==> config.mk <==
export PLATFORM = sky130hd
export DESIGN_NAME = frog_move_ctrl
export DESIGN_NICKNAME = d
export VERILOG_FILES = /design/src/rtl/frog_move_ctrl.sv
export SDC_FILE = /design/constraint.sdc
export NUM_CORES = 1
export LEC_CHECK = 0
export BUFFER_PORTS_ARGS = -buffer_cell sky130_fd_sc_hd__buf_2
export CAP_MARGIN = 10
export CORE_ASPECT_RATIO = 2
export CORE_MARGIN = 2
export CORE_UTILIZATION = 49
export CTS_BUF_LIST = sky130_fd_sc_hd__clkbuf_16
export DETAILED_ROUTE_END_ITERATION = 10
export PLACE_DENSITY = 0.74
export SYNTH_ARGS = -nofsm -noshare
export SYNTH_HDL_FRONTEND = slang
export SYNTH_SLANG_ARGS = --single-unit
export TNS_END_PERCENT = 1
==> constraint.sdc <==
create_clock -name clock -period 1.66 [get_ports clock]
set_clock_uncertainty 0.05 [all_clocks]
set_input_delay 0.415 -clock clock [delete_from_list [all_inputs] [get_ports clock]]
set_output_delay 0.415 -clock clock [all_outputs]
set_load 0.02 [all_outputs]
==> src/rtl/frog_move_ctrl.sv <==
// frog_move_ctrl: turns button presses, collisions and goal arrivals into move/reset
// pulses, lives and score. Optional macro FROG_HOLD_REPEAT_EN makes held buttons repeat.
`default_nettype none

module frog_move_ctrl #(
  parameter int unsigned COOLDOWN_CYC = 8,
  parameter int unsigned LIVES        = 3
) (
  input  logic       clock,
  input  logic       reset,
  input  logic       btn_l,
  input  logic       btn_d,
  input  logic       btn_u,
  input  logic       btn_r,
  input  logic [3:0] row_in,
  input  logic       hit,
  input  logic       start,
  output logic       l,
  output logic       d,
  output logic       u,
  output logic       r,
  output logic       frog_rst,
  output logic [1:0] lives,
  output logic [7:0] score,
  output logic       game_over
);

  typedef enum logic [1:0] {ARMED, COOL, DEAD, OVER} state_t;

  localparam logic [7:0] CD_LOAD   = 8'(COOLDOWN_CYC);
  localparam logic [1:0] LIVES_LD  = 2'(LIVES);

  state_t     state;
  logic [7:0] cnt;
  logic [3:0] btn_prev;
  logic [3:0] btns;
  logic [3:0] press;

  // Bit order {u, d, l, r} puts the highest-priority button in the MSB.
  assign btns = {btn_u, btn_d, btn_l, btn_r};

  always_comb begin
`ifdef FROG_HOLD_REPEAT_EN
    press = btns;
`else
    press = btns & ~btn_prev;
`endif
  end

  always_ff @(posedge clock or posedge reset) begin
    if (reset) begin
      state     <= ARMED;
      cnt       <= 8'd0;
      btn_prev  <= 4'd0;
      l         <= 1'b0;
      d         <= 1'b0;
      u         <= 1'b0;
      r         <= 1'b0;
      frog_rst  <= 1'b0;
      lives     <= LIVES_LD;
      score     <= 8'd0;
      game_over <= 1'b0;
    end else begin
      btn_prev <= btns;
      l        <= 1'b0;
      d        <= 1'b0;
      u        <= 1'b0;
      r        <= 1'b0;
      frog_rst <= 1'b0;
      case (state)
        ARMED, COOL: begin
          // Collision beats goal arrival, which beats any move in the same cycle.
          if (hit) begin
            frog_rst <= 1'b1;
            if (lives == 2'd1) begin
              lives     <= 2'd0;
              state     <= OVER;
              game_over <= 1'b1;
            end else begin
              lives <= lives - 2'd1;
              state <= DEAD;
              cnt   <= CD_LOAD;
            end
          end else if (row_in == 4'hF) begin
            frog_rst <= 1'b1;
            if (score != 8'hFF) score <= score + 8'd1;
            state <= COOL;
            cnt   <= CD_LOAD;
          end else if (state == ARMED) begin
            if (|press) begin
              state <= COOL;
              cnt   <= CD_LOAD;
              if (press[3])      u <= 1'b1;
              else if (press[2]) d <= 1'b1;
              else if (press[1]) l <= 1'b1;
              else               r <= 1'b1;
            end
          end else if (cnt == 8'd0) begin
            state <= ARMED;
          end else begin
            cnt <= cnt - 8'd1;
          end
        end
        DEAD: begin
          if (cnt == 8'd0) state <= ARMED;
          else             cnt   <= cnt - 8'd1;
        end
        OVER: begin
          if (start) begin
            lives     <= LIVES_LD;
            score     <= 8'd0;
            frog_rst  <= 1'b1;
            state     <= ARMED;
            game_over <= 1'b0;
          end
        end
        default: state <= ARMED;
      endcase
    end
  end

endmodule

`default_nettype wire

==> flow_summary.json <==
{
  "finalCritPeriodShare_pct": 108.4,
  "top_level_ports": 28,
  "gp_congestion": 0.8689,
  "h-tree-depth": 2,
  "hold_ws_ns": 0.1555,
  "tns_ns": -0.7525,
  "p_per_area_nw_per_um2": 1625,
  "avgSynthCellArea_um2": 10.41,
  "dpl_cell_area_um2": 1864,
  "finalWorstSetupSlack_ns": -0.1400,
  "port_buffers": 27,
  "final_cells": 231,
  "postSynthCellCount": 146,
  "synthTopCellsByArea": "dfrtp_1, nor2_1, o21ai_1",
  "wire_per_inst_um": 16.26,
  "yosysWarnings": 0,
  "cts_max_path_buffers": 2,
  "ys_types": 47,
  "synthArstFlopShare_pct": 100.0,
  "dp_cells": 224,
  "path_clk_slew_ns": 0.05,
  "finalPower_mw": 3.374,
  "drtPass1Iterations": 4,
  "hold_viol": 0,
  "wirelength_um": 3756,
  "synth_edf_count": 0,
  "ir_worst_vdd_v": 0.001212,
  "overflow": 0,
  "max-slew-margin-rel_pct": 74.15,
  "insertion_delay_ns": 0.28,
  "start_kind": "flop",
  "violations": "setup timing",
  "grt_pass1_vias": 1435,
  "syn_to_final_growth_pct": 36.63,
  "crit_type": "flop to flop",
  "cts_tree": "yes",
  "max_freq_mhz": 555.6,
  "end_kind": "flop",
  "cts_sinks": 30,
  "numCtsBuffers": 5,
  "cts_root_buf": "clkbuf_16",
  "ys_seq_area_share_pct": 49.55,
  "min_path_type": "input port to async pin",
  "maxCapViolCount": 0,
  "drv_slew": 0,
  "core_um2": 2943,
  "antenna_left": 0,
  "holdBufCountCts": 0,
  "crit_path_max_fanout": 6,
  "yosysMostFrequentCell": "dfrtp_1",
  "fillers": 232,
  "outcome": "finished with violations",
  "synthFlopType": "dfrtp_1",
  "synth_top_area_share_pct": 46.09,
  "worstPathArrival_ns": 1.90,
  "ys_ff_latch": 30,
  "yosys.area.top_type": "dfrtp_1",
  "leakage_nw": 0.9723,
  "grt_max_degree": 31,
  "rsz0062_at_grt": "yes",
  "final_area_um2": 2077,
  "drc": 0,
  "min_period_ns": 1.800,
  "final_layout_size_suffix_gt1_share_pct": 43.78,
  "worst_pin_slew_ns": 0.3877,
  "antenna_found_initial": 0,
  "gr-usage-all-layers_pct": 23.60,
  "synth_area_um2": 1520,
  "vias_per_cell": 5.883,
  "r2r_setup_slack_ns": -0.14,
  "vias": 1359,
  "nNetsFinal": 216,
  "die_height_um": 82.77,
  "cp.required_ns": 1.76,
  "drt_iter0_drc": 58,
  "setup_viol": 10,
  "die_area_um2": 3591,
  "synthTopCellsByCount": "dfrtp_1, nor2_1, o21ai_1",
  "initial_core_util_pct": 51.66,
  "grt_pass1_wl_um": 6223,
  "synth_fp_nets": 161,
  "diodes": 0,
  "hpwlAfterDp_um": 2772,
  "die_w_um": 43.39,
  "num_rows": 28
}
-- worst max-delay path, cell delays in order, from the launching register on --
cell and delay [ns]:
dfrtp_1 0.37, inv_1 0.07, ha_2 0.18, or3b_4 0.41, nor3_4 0.24, a311oi_1 0.16, o41ai_1 0.09, o21ai_1 0.11
-- flip-flops by register name (all words and copies together) (netlist names) --
| signal | cells |
|---|---|
| state | 2 |
| d | 1 |
| lives | 2 |
| cnt | 8 |
| u | 1 |
| l | 1 |
| r | 1 |
| score | 8 |
| game_over | 1 |
| frog_rst | 1 |
| btn_prev | 4 |
-- area by class of cell --
type / count / area (µm²) / share of cell area (%)
clock buffers: 5 / 125.1 / 6.024
clock inverters: 2 / 10.01 / 0.4819
inverters: 4 / 15.01 / 0.7229
multi-input cells: 109 / 815.8 / 39.28
flip-flops and latches: 30 / 754.5 / 36.33
well taps: 30 / 37.54 / 1.807
repair buffers: 51 / 319.1 / 15.36
-- repair_timing --
| item | in CTS | in global routing |
|---|---|---|
| resized for setup | 5 | 12 |
| buffers inserted | 0 | 0 |
| cloned | 0 | 0 |
| setup endpoints to repair | 10 | 14 |
| pin swaps | 1 | 4 |
-- power by group --
group          leakage, nW  switching, mW  internal (mW)
sequential           0.386          0.142          0.905
combinational        0.517          0.793          0.693
clock               0.0694          0.302          0.539
total                0.972           1.24           2.14
-- metrics by stage --
step	setup WS (ns)	utilization [%]
4_1_cts	-0.1411	68.66
5_1_grt	-0.1957	70.58
3_3_place_gp	-0.1145	63.35
2_1_floorplan	-0.03990	-
6_report	-0.1400	70.58
3_5_place_dp	-0.1398	63.35
-- kinds of logic (layout without fill, tap and decap cells) --
kind of cell	Yosys count	after routing	synth area share (%)
xor+xnor	3	3	1.729
simple gates	65	65	24.36
compound gates	36	36	17.37
buf+inv	7	62	2.963
fa+ha+maj	3	3	2.469
flops	30	30	49.55
mux	2	2	1.564
-- layer usage --
layer / global-route usage, % / vias up / part of all wire (%)
li1: - / 643 / -
met1: 21.81 / 674 / 33
met2: 46.12 / 31 / 60
met3: 4.978 / 11 / 3.6
met4: 12.12 / 0 / 2.5
met5: 0 / - / 0
-- placed cells by master (no fill, tap or decap), drive strengths merged, types with 2 or more instances in the layout --
master | synthesis | routed
clkbuf | 0 | 5
nor2b | 6 | 6
ha | 3 | 3
dfrtp | 28 | 28
o41ai | 4 | 4
nand2 | 9 | 9
mux2i | 2 | 2
or3 | 3 | 3
buf | 3 | 51
nor3 | 4 | 4
nand2b | 3 | 3
a21boi | 2 | 2
dfstp | 2 | 2
o31ai | 4 | 4
nand3 | 7 | 7
o21ai | 18 | 18
and4 | 2 | 2
nand4 | 4 | 4
clkinv | 0 | 2
inv | 4 | 4
xor2 | 2 | 2
nor3b | 2 | 2
nor2 | 19 | 19
-- final timing paths --
check	cells past startpoint	from	endpoint
worst max-delay path	7	cnt[0]	state[0]
worst min-delay path	3	reset	cnt[7]
worst max register to register	7	cnt[0]	state[0]
worst min register to register	1	game_over	game_over
max in group asynchronous	3	reset	lives[0]
min in group clock	1	btn_l	btn_prev[1]
(Power assumes the default switching activity.)
